<file path="src/rtl/ps2_pkg.sv">
// Shared types and constants for the PS/2 scan-code tracking path.
package ps2_pkg;

    localparam int unsigned PS2_BYTE_W = 8;

    localparam logic [PS2_BYTE_W-1:0] PS2_EXT = 8'hE0;
    localparam logic [PS2_BYTE_W-1:0] PS2_BRK = 8'hF0;

    typedef enum logic [1:0] {
        ST_IDLE    = 2'd0,
        ST_EXT     = 2'd1,
        ST_BRK     = 2'd2,
        ST_EXT_BRK = 2'd3
    } ps2_state_e;

endpackage

</file>
<file path="src/rtl/ps2_keyboard_lut.sv">
// Scan-code set 2 to ASCII lookup (letters lowercase); unmapped codes give 0x00.
module ps2_keyboard_lut
    import ps2_pkg::*;
(
    input  logic [PS2_BYTE_W-1:0] scan_i,
    output logic [PS2_BYTE_W-1:0] ascii_o
);

    always_comb begin
        ascii_o = 8'h00;
        case (scan_i)
            8'h1C: ascii_o = 8'h61;  8'h32: ascii_o = 8'h62;
            8'h21: ascii_o = 8'h63;  8'h23: ascii_o = 8'h64;
            8'h24: ascii_o = 8'h65;  8'h2B: ascii_o = 8'h66;
            8'h34: ascii_o = 8'h67;  8'h33: ascii_o = 8'h68;
            8'h43: ascii_o = 8'h69;  8'h3B: ascii_o = 8'h6A;
            8'h42: ascii_o = 8'h6B;  8'h4B: ascii_o = 8'h6C;
            8'h3A: ascii_o = 8'h6D;  8'h31: ascii_o = 8'h6E;
            8'h44: ascii_o = 8'h6F;  8'h4D: ascii_o = 8'h70;
            8'h15: ascii_o = 8'h71;  8'h2D: ascii_o = 8'h72;
            8'h1B: ascii_o = 8'h73;  8'h2C: ascii_o = 8'h74;
            8'h3C: ascii_o = 8'h75;  8'h2A: ascii_o = 8'h76;
            8'h1D: ascii_o = 8'h77;  8'h22: ascii_o = 8'h78;
            8'h35: ascii_o = 8'h79;  8'h1A: ascii_o = 8'h7A;
            8'h45: ascii_o = 8'h30;  8'h16: ascii_o = 8'h31;
            8'h1E: ascii_o = 8'h32;  8'h26: ascii_o = 8'h33;
            8'h25: ascii_o = 8'h34;  8'h2E: ascii_o = 8'h35;
            8'h36: ascii_o = 8'h36;  8'h3D: ascii_o = 8'h37;
            8'h3E: ascii_o = 8'h38;  8'h46: ascii_o = 8'h39;
            8'h29: ascii_o = 8'h20;  8'h5A: ascii_o = 8'h0D;
            default: ascii_o = 8'h00;
        endcase
    end

endmodule

</file>
<file path="src/rtl/ps2_key_tracker.sv">
// Decodes make/break/extended scan-code sequences, tracks the held key and
// counts distinct presses for the seven-segment display stage.
module ps2_key_tracker
    import ps2_pkg::*;
#(
    parameter int unsigned COUNT_W          = 8,
    parameter bit          SAT_COUNT        = 1'b0,
    parameter bit          BLANK_ON_RELEASE = 1'b1,
    parameter bit          IGNORE_REPEAT    = 1'b1
) (
    input  logic                  clk_i,
    input  logic                  clrn_i,
    input  logic [PS2_BYTE_W-1:0] key_data_i,
    input  logic                  key_ready_i,
    input  logic                  key_ovf_i,
    output logic                  key_pop_o,
    output logic [PS2_BYTE_W-1:0] scan_o,
    output logic                  ext_o,
    output logic [PS2_BYTE_W-1:0] ascii_o,
    output logic                  pressed_o,
    output logic [COUNT_W-1:0]    press_cnt_o,
    output logic                  event_o,
    output logic                  blank_o,
    output logic                  err_o
);

    ps2_state_e              state, state_n;
    logic [PS2_BYTE_W-1:0]   scan_n;
    logic                    ext_n;
    logic                    pressed_n;
    logic [COUNT_W-1:0]      cnt_n;
    logic                    event_n;
    logic                    err_n;
    logic                    do_make;
    logic                    do_brk;
    logic                    code_ext;
    logic                    same_key;
    logic [PS2_BYTE_W-1:0]   lut_ascii;

    // Pop whenever a byte is waiting; held low while in reset.
    assign key_pop_o = key_ready_i & clrn_i;

    // Sequence decode and held-key bookkeeping for the consumed byte.
    always_comb begin
        state_n   = state;
        scan_n    = scan_o;
        ext_n     = ext_o;
        pressed_n = pressed_o;
        cnt_n     = press_cnt_o;
        event_n   = 1'b0;
        err_n     = err_o;
        do_make   = 1'b0;
        do_brk    = 1'b0;
        code_ext  = 1'b0;

        if (key_ovf_i) begin
            err_n   = 1'b1;
            state_n = ST_IDLE;
        end else if (key_pop_o) begin
            case (state)
                ST_IDLE: begin
                    if (key_data_i == PS2_EXT)      state_n = ST_EXT;
                    else if (key_data_i == PS2_BRK) state_n = ST_BRK;
                    else                            do_make = 1'b1;
                end
                ST_EXT: begin
                    code_ext = 1'b1;
                    if (key_data_i == PS2_EXT)      state_n = ST_EXT;
                    else if (key_data_i == PS2_BRK) state_n = ST_EXT_BRK;
                    else begin
                        do_make = 1'b1;
                        state_n = ST_IDLE;
                    end
                end
                ST_BRK: begin
                    if (key_data_i == PS2_BRK)      state_n = ST_BRK;
                    else if (key_data_i == PS2_EXT) state_n = ST_EXT_BRK;
                    else begin
                        do_brk  = 1'b1;
                        state_n = ST_IDLE;
                    end
                end
                ST_EXT_BRK: begin
                    code_ext = 1'b1;
                    if (key_data_i != PS2_EXT && key_data_i != PS2_BRK) begin
                        do_brk  = 1'b1;
                        state_n = ST_IDLE;
                    end
                end
                default: state_n = ST_IDLE;
            endcase
        end

        same_key = pressed_o && (scan_o == key_data_i) && (ext_o == code_ext);

        if (do_make && !(same_key && IGNORE_REPEAT)) begin
            scan_n    = key_data_i;
            ext_n     = code_ext;
            pressed_n = 1'b1;
            event_n   = 1'b1;
            if (!(SAT_COUNT && (&press_cnt_o))) cnt_n = press_cnt_o + COUNT_W'(1);
        end

        if (do_brk && same_key) pressed_n = 1'b0;
    end

    always_ff @(posedge clk_i or negedge clrn_i) begin
        if (!clrn_i) begin
            state       <= ST_IDLE;
            scan_o      <= '0;
            ext_o       <= 1'b0;
            pressed_o   <= 1'b0;
            press_cnt_o <= '0;
            event_o     <= 1'b0;
            err_o       <= 1'b0;
            blank_o     <= BLANK_ON_RELEASE;
        end else begin
            state       <= state_n;
            scan_o      <= scan_n;
            ext_o       <= ext_n;
            pressed_o   <= pressed_n;
            press_cnt_o <= cnt_n;
            event_o     <= event_n;
            err_o       <= err_n;
            blank_o     <= BLANK_ON_RELEASE & ~pressed_n;
        end
    end

    ps2_keyboard_lut u_lut (
        .scan_i  (scan_o),
        .ascii_o (lut_ascii)
    );

    // Extended keys have no ASCII meaning on this display.
    assign ascii_o = ext_o ? 8'h00 : lut_ascii;

endmodule

</file>
<file path="config.mk">
export PLATFORM = sky130hd
export DESIGN_NAME = ps2_key_tracker
export DESIGN_NICKNAME = d
export VERILOG_FILES = /design/src/rtl/ps2_pkg.sv /design/src/rtl/ps2_keyboard_lut.sv /design/src/rtl/ps2_key_tracker.sv
export SDC_FILE = /design/constraint.sdc
export NUM_CORES = 1
export LEC_CHECK = 0
export CAP_MARGIN = 20
export CORE_ASPECT_RATIO = 0.6
export CORE_MARGIN = 5
export CORE_UTILIZATION = 40
export CTS_BUF_LIST = sky130_fd_sc_hd__clkbuf_4 sky130_fd_sc_hd__clkbuf_8
export CTS_CLUSTER_DIAMETER = 200
export DETAILED_ROUTE_END_ITERATION = 8
export HOLD_SLACK_MARGIN = 0.06
export PLACE_DENSITY_LB_ADDON = 0.1
export SETUP_SLACK_MARGIN = 0.1
export SYNTH_ARGS = -nofsm -noshare
export SYNTH_HDL_FRONTEND = slang
export SYNTH_SLANG_ARGS = --single-unit
</file>
<file path="constraint.sdc">
create_clock -name clk_i -period 4.79 [get_ports clk_i]
set_input_delay 0.479 -clock clk_i [delete_from_list [all_inputs] [get_ports clk_i]]
set_output_delay 0.479 -clock clk_i [all_outputs]
set_load 0.005 [all_outputs]
</file>
# Word level (Yosys, flattened, before mapping)
# Memory sizes are Yosys's and may differ from the RTL's.
# Cells that the tools add are included.
dict set report classes {
  n_eq_ne 11
  n_bitwise 2
  reduce_logical 11
  mux 29
  add_sub_neg 1
}
# operator count
set ops {}
lappend ops {{2-to-1 mux 2 bit} 9}
lappend ops {{== test 8 bit, second input constant} 2}
lappend ops {{2-to-1 mux 1 bit} 16}
lappend ops {{2-to-1 mux 8 bit} 2}
lappend ops {{inequality test 8 bit, second input constant} 2}
lappend ops {{adder 8 x 1 -> 8 bit, second input constant} 1}
lappend ops {{== test 8 bit} 1}
lappend ops {{one-hot mux 2 bit (4 select lines)} 1}
lappend ops {{logical AND 1 bit} 5}
lappend ops {{== test 2 bit, second input constant} 2}
lappend ops {{inequality test 4 bit, second input constant} 1}
lappend ops {{OR reduction 2 bit} 2}
lappend ops {{inequality test 3 bit, second input constant} 1}
lappend ops {{AND reduction 3 bit} 1}
lappend ops {{== test 2 x 1 -> 1 bit, second input constant} 1}
lappend ops {{logical NOT 2 bit} 1}
lappend ops {{one-hot mux 1 bit (2 select lines)} 1}
lappend ops {{nonzero test 2 bit} 1}
lappend ops {{AND 1 bit} 1}
lappend ops {{== test 1 bit} 1}
lappend ops {{logical NOT 1 bit} 1}
lappend ops {{NOT 1 bit} 1}
dict set report word_totals {
  in_bits 12
  word_cells 63
  output_inout_bits 30
  regBits 23
  rom_bits 896
  mem_count 1
}
# name depth word_bits rd rd_ports_with_merged_regs wr line_no
set mem_list {}
lappend mem_list {{(name not given)} 128 7 1 0 0 ps2_keyboard_lut.sv:11} ;# case (scan_i)

# Depth between registers and ports, before layout
dict set report depth {
  ltp_word 12
  ltp_mapped 8
  mapped_depth_nobuf 7
}

# Hierarchy
# From an unflattened synthesis, not the netlist that was laid out.
dict set report unflattened {
  cells_unflattened 218
  area_unflattened_um2 1985.7
}
# module n_inst seq_area_each_um2 area_each_um2 cells_per_inst
set by_module_without_submodules {}
lappend by_module_without_submodules {ps2_key_tracker 1 576.8 1146.1 96}
lappend by_module_without_submodules {ps2_keyboard_lut 1 0.0 839.6 122}

# Least setup slack after synthesis
# OpenSTA, ideal clock, no wires.
dict set report synth_path {
  kind {register -> output}
  startpoint {register scan_o[1]}
  endpoint {output port ascii_o[3]}
  required_ps 4311
  stages_incl_launch_ff 9
  n_path_buf 1
  slack_ps 2502
  arrival_ps 1809
  path_cell_list {dfrtp_1 -> buf_6 -> inv_1 -> ha_1 -> nand2_1 -> a311oi_1 -> a31o_2 -> a31oi_1 -> a211oi_1}
}
dict set report synth_between {
  elab_chain_len 3
}
# item line_no
set synth_lines {}
lappend synth_lines {{start, declared} ps2_key_tracker.sv:17} ;# output logic [PS2_BYTE_W-1:0] scan_o,
lappend synth_lines {{start signal, assigned} ps2_key_tracker.sv:119} ;# scan_o <= scan_n;
lappend synth_lines {{memory (128 x 7 bit)} -}
lappend synth_lines {{2-to-1 mux 8 bit} ps2_keyboard_lut.sv:11}
lappend synth_lines {{2-to-1 mux 8 bit} ps2_key_tracker.sv:135} ;# assign ascii_o = ext_o ? 8'h00 : lut_ascii;
lappend synth_lines {{end, declared} ps2_key_tracker.sv:19} ;# output logic [PS2_BYTE_W-1:0] ascii_o,
# No other way between the ends.

# Worst setup path in the final report
dict set report layout_path {
  startpoint {register scan_o[1]}
  endpoint {output port ascii_o[2]}
}
# Same word-level chain as after synthesis.

==> flow_summary.ini <==
[outcome]
outcome = finished clean

[logic_synthesis]
ys_types = 52
ys_ff_latch = 23
async_flop_share_pct = 100
syn_area_per_cell_um2 = 8.42
synthFlopType = dfrtp_1
netlist_area_um2 = 1910
yosysWarnings = 0
synth-edff-count = 0
syn_nets = 247
netlist_instances = 227
ys_seq_area_share_pct = 30.2

[routing]
wl_per_cell_um = 16.9
viasPerCell = 5.67
ant_nets = 0
route.detailed.drc = 0
vias = 1814
firstDrtPassIters = 4
routed_wl_um = 5400
drt_iter0_markers = 173

[floorplanning]
rows = 19
die_area_um2 = 6310
ios = 42
die_h_um = 63.6
core_area_um2 = 4590
die_w_um = 99.3
start_util_pct = 41.7

[setup_path]
critPathMaxFanout = 14
cp-start-kind = register
worstPathArrival_ns = 3.04
critPathTopFamily = buffers and inverters
crit_type = register to primary output
slowest_delay_ns = 0.55
slowest_stage = dfrtp_1
crit_buf_inv = 2
crit_path_end_kind = primary output
worst_ep_required_time_ns = 4.31
crit_chain = inv_1 -> ha_1 -> nand2_1 -> nor2_1 -> o21ai_0 -> a221o_1 -> a21oi_1 -> clkdlybuf4s50_1

[final_layout]
nFillCells = 453
finish.net_count = 278
num_antenna_cells = 0
syn_to_final_growth_pct = 23.7
drive_gt1_share_pct = 9.73

[cts]
cts.clk_slew.worst_paths_ns = 0.08
cts-root-buf = clkbuf_8
clkLatencyLatePin_ns = 0.26
cts_resized = 0
h-tree-depth = 1
cts_sinks = 23
cts_setup_buffers = 0
hold_buffers = 0
clockBufferDepth = 2
cts_tree = yes
cts_buffers = 3

[pwr]
switchingPower_mw = 0.370
combPwrFrac_pct = 50.8
leakage_nw = 0.934
p_int_mw = 0.523
power_density_nw_per_um2 = 378
seqPwrFrac_pct = 35.7
p_sw_share_pct = 41.5
pwr-share-clk_pct = 13.4
irDropWorstVdd_mv = 0.187

[flow_run]
maxCapViolCount = 0

[global_routing]
grt_usage_pct = 17.0
antenna_found_initial = 0
grt_pass1_wl_um = 8650
grt_max_degree = 33
grt.overflow.total = 0
grt_pass1_vias = 1649

[timing]
fmax_mhz = 284
setup_viol = 0
hold_ws_ns = 0.466
finClkSkew_ns = 0.00304
slew_violations = 0
finalSetupTns_ns = 0
finalCritPeriodShare_pct = 73.4
period_minus_slack_ns = 3.52
slew_headroom_pct = 34.7
rsz0062_at_grt = false
worst_pin_slew_ns = 0.979
hold_violations = 0

[placement]
io_buffer_count = 40
hpwl_um = 4040
finalWeightedCongestion = 0.950

[hold_path]
hp-class = register to register
==> sequential cells by signal, summed over array words and instances (netlist names) <==
name,cells
ext_o,1
state,2
event_o,1
blank_o,1
pressed_o,1
err_o,1
press_cnt_o,8
scan_o,8
==> cell type report <==
cell class              count  area, µm²  share of cell area, %
repair buffers             43        423                   17.9
flip-flops and latches     23        577                   24.4
clock buffers               3       41.3                   1.75
multi-input cells         179       1210                   51.2
well taps                  63       78.8                   3.33
clock inverters             1       5.00                  0.212
inverters                   8       30.0                   1.27
==> synth_stat cells, drive strengths merged, types with 4 or more instances <==
cell type | number | area share [%]
clkbuf | 6 | 1.2
a31oi | 6 | 2.0
nor2b | 7 | 2.3
nand2b | 4 | 1.3
nand2 | 20 | 3.9
dfrtp | 22 | 29
inv | 8 | 1.6
ha | 8 | 5.2
buf | 11 | 3.8
mux2 | 11 | 6.5
a211oi | 4 | 1.6
a21oi | 20 | 5.4
o21ai | 15 | 3.9
nor2 | 17 | 3.7
xor2 | 7 | 3.2
xnor2 | 10 | 4.6
nor3 | 8 | 2.1
==> worst register-to-register path: stages (launching register included) <==
cell and delay (ns):
dfrtp_1 0.83, buf_4 0.33, xnor2_1 0.14, nand3_1 0.12
nor4_4 0.55, nor2_4 0.15, mux2_2 0.30
==> power groups by stage <==
| stage | Clock [mW] | Combinational, mW | Sequential, mW |
|---|---|---|---|
| global route | 0.133 | 0.498 | 0.332 |
| finish | 0.120 | 0.454 | 0.319 |
| global placement | 0 | 0.459 | 0.320 |
| detailed placement | 0 | 0.448 | 0.322 |
| CTS | 0.125 | 0.450 | 0.318 |
| floorplan | 0 | 0.310 | 0.277 |
==> cells in the final DEF, fill, tap and decap left out, types with 4 or more instances in the layout <==
cell,n
nor2_1,16
dfrtp_1,22
nor3_1,8
clkdlybuf4s50_1,40
a31oi_1,6
a211oi_1,4
inv_1,8
nand2b_1,4
o21ai_0,15
a21oi_1,19
mux2_2,11
nand2_1,20
xnor2_1,10
nor2b_1,7
ha_1,8
xor2_1,7
==> per-stage QoR <==
| stage | total power [mW] | utilization (%) | cell area, µm² | std cells | setup WS [ns] |
|---|---|---|---|---|---|
| 6_report | 0.893 | 51.5 | 2360 | 320 | 1.27 |
| 3_5_place_dp | 0.770 | 50.5 | 2320 | 316 | 1.60 |
| 4_1_cts | 0.894 | 51.5 | 2360 | 320 | 1.30 |
| 5_1_grt | 0.963 | 51.5 | 2360 | 320 | 1.07 |
| 2_1_floorplan | 0.586 | - | 1910 | 227 | 2.50 |
| 3_3_place_gp | 0.779 | 50.5 | 2320 | 316 | 1.52 |
==> kinds of logic (layout without fill, tap and decap cells) <==
kind of cell,after synthesis,in the layout,share of synthesized area [%]
mux,13,13,7.53
fa+ha+maj,8,8,5.24
other cells,1,1,0.196
xor+xnor,17,17,7.79
flops,23,23,30.2
simple gates,74,74,20.4
buf+inv,25,55,6.54
compound gates,66,66,22.1
==> path summary, 6_finish.rpt <==
path | from | endpoint | slack (ns) | cells after the start
worst max-delay path | scan_o[1]$_DFFE_PN0P_ | ascii_o[2] | 1.27 | 8
worst min-delay path | press_cnt_o[7]$_DFFE_PN0P_ | press_cnt_o[7]$_DFFE_PN0P_ | 0.47 | 1
worst max register to register | scan_o[2]$_DFFE_PN0P_ | scan_o[3]$_DFFE_PN0P_ | 2.26 | 6
worst min register to register | press_cnt_o[7]$_DFFE_PN0P_ | press_cnt_o[7]$_DFFE_PN0P_ | 0.47 | 1
max in group asynchronous | clrn_i | blank_o$_DFF_PN1_ | 3.64 | 2
min in group asynchronous | clrn_i | state[1]$_DFFE_PN0P_ | 0.51 | 1
==> layer usage <==
layer  share of wire [%]  track usage [%]
met5                   0                0
met4                0.22             2.04
met2                  39             21.2
met3                  10             6.73
met1                  51             27.1
No activity file was read; power rests on OpenSTA's default activity.
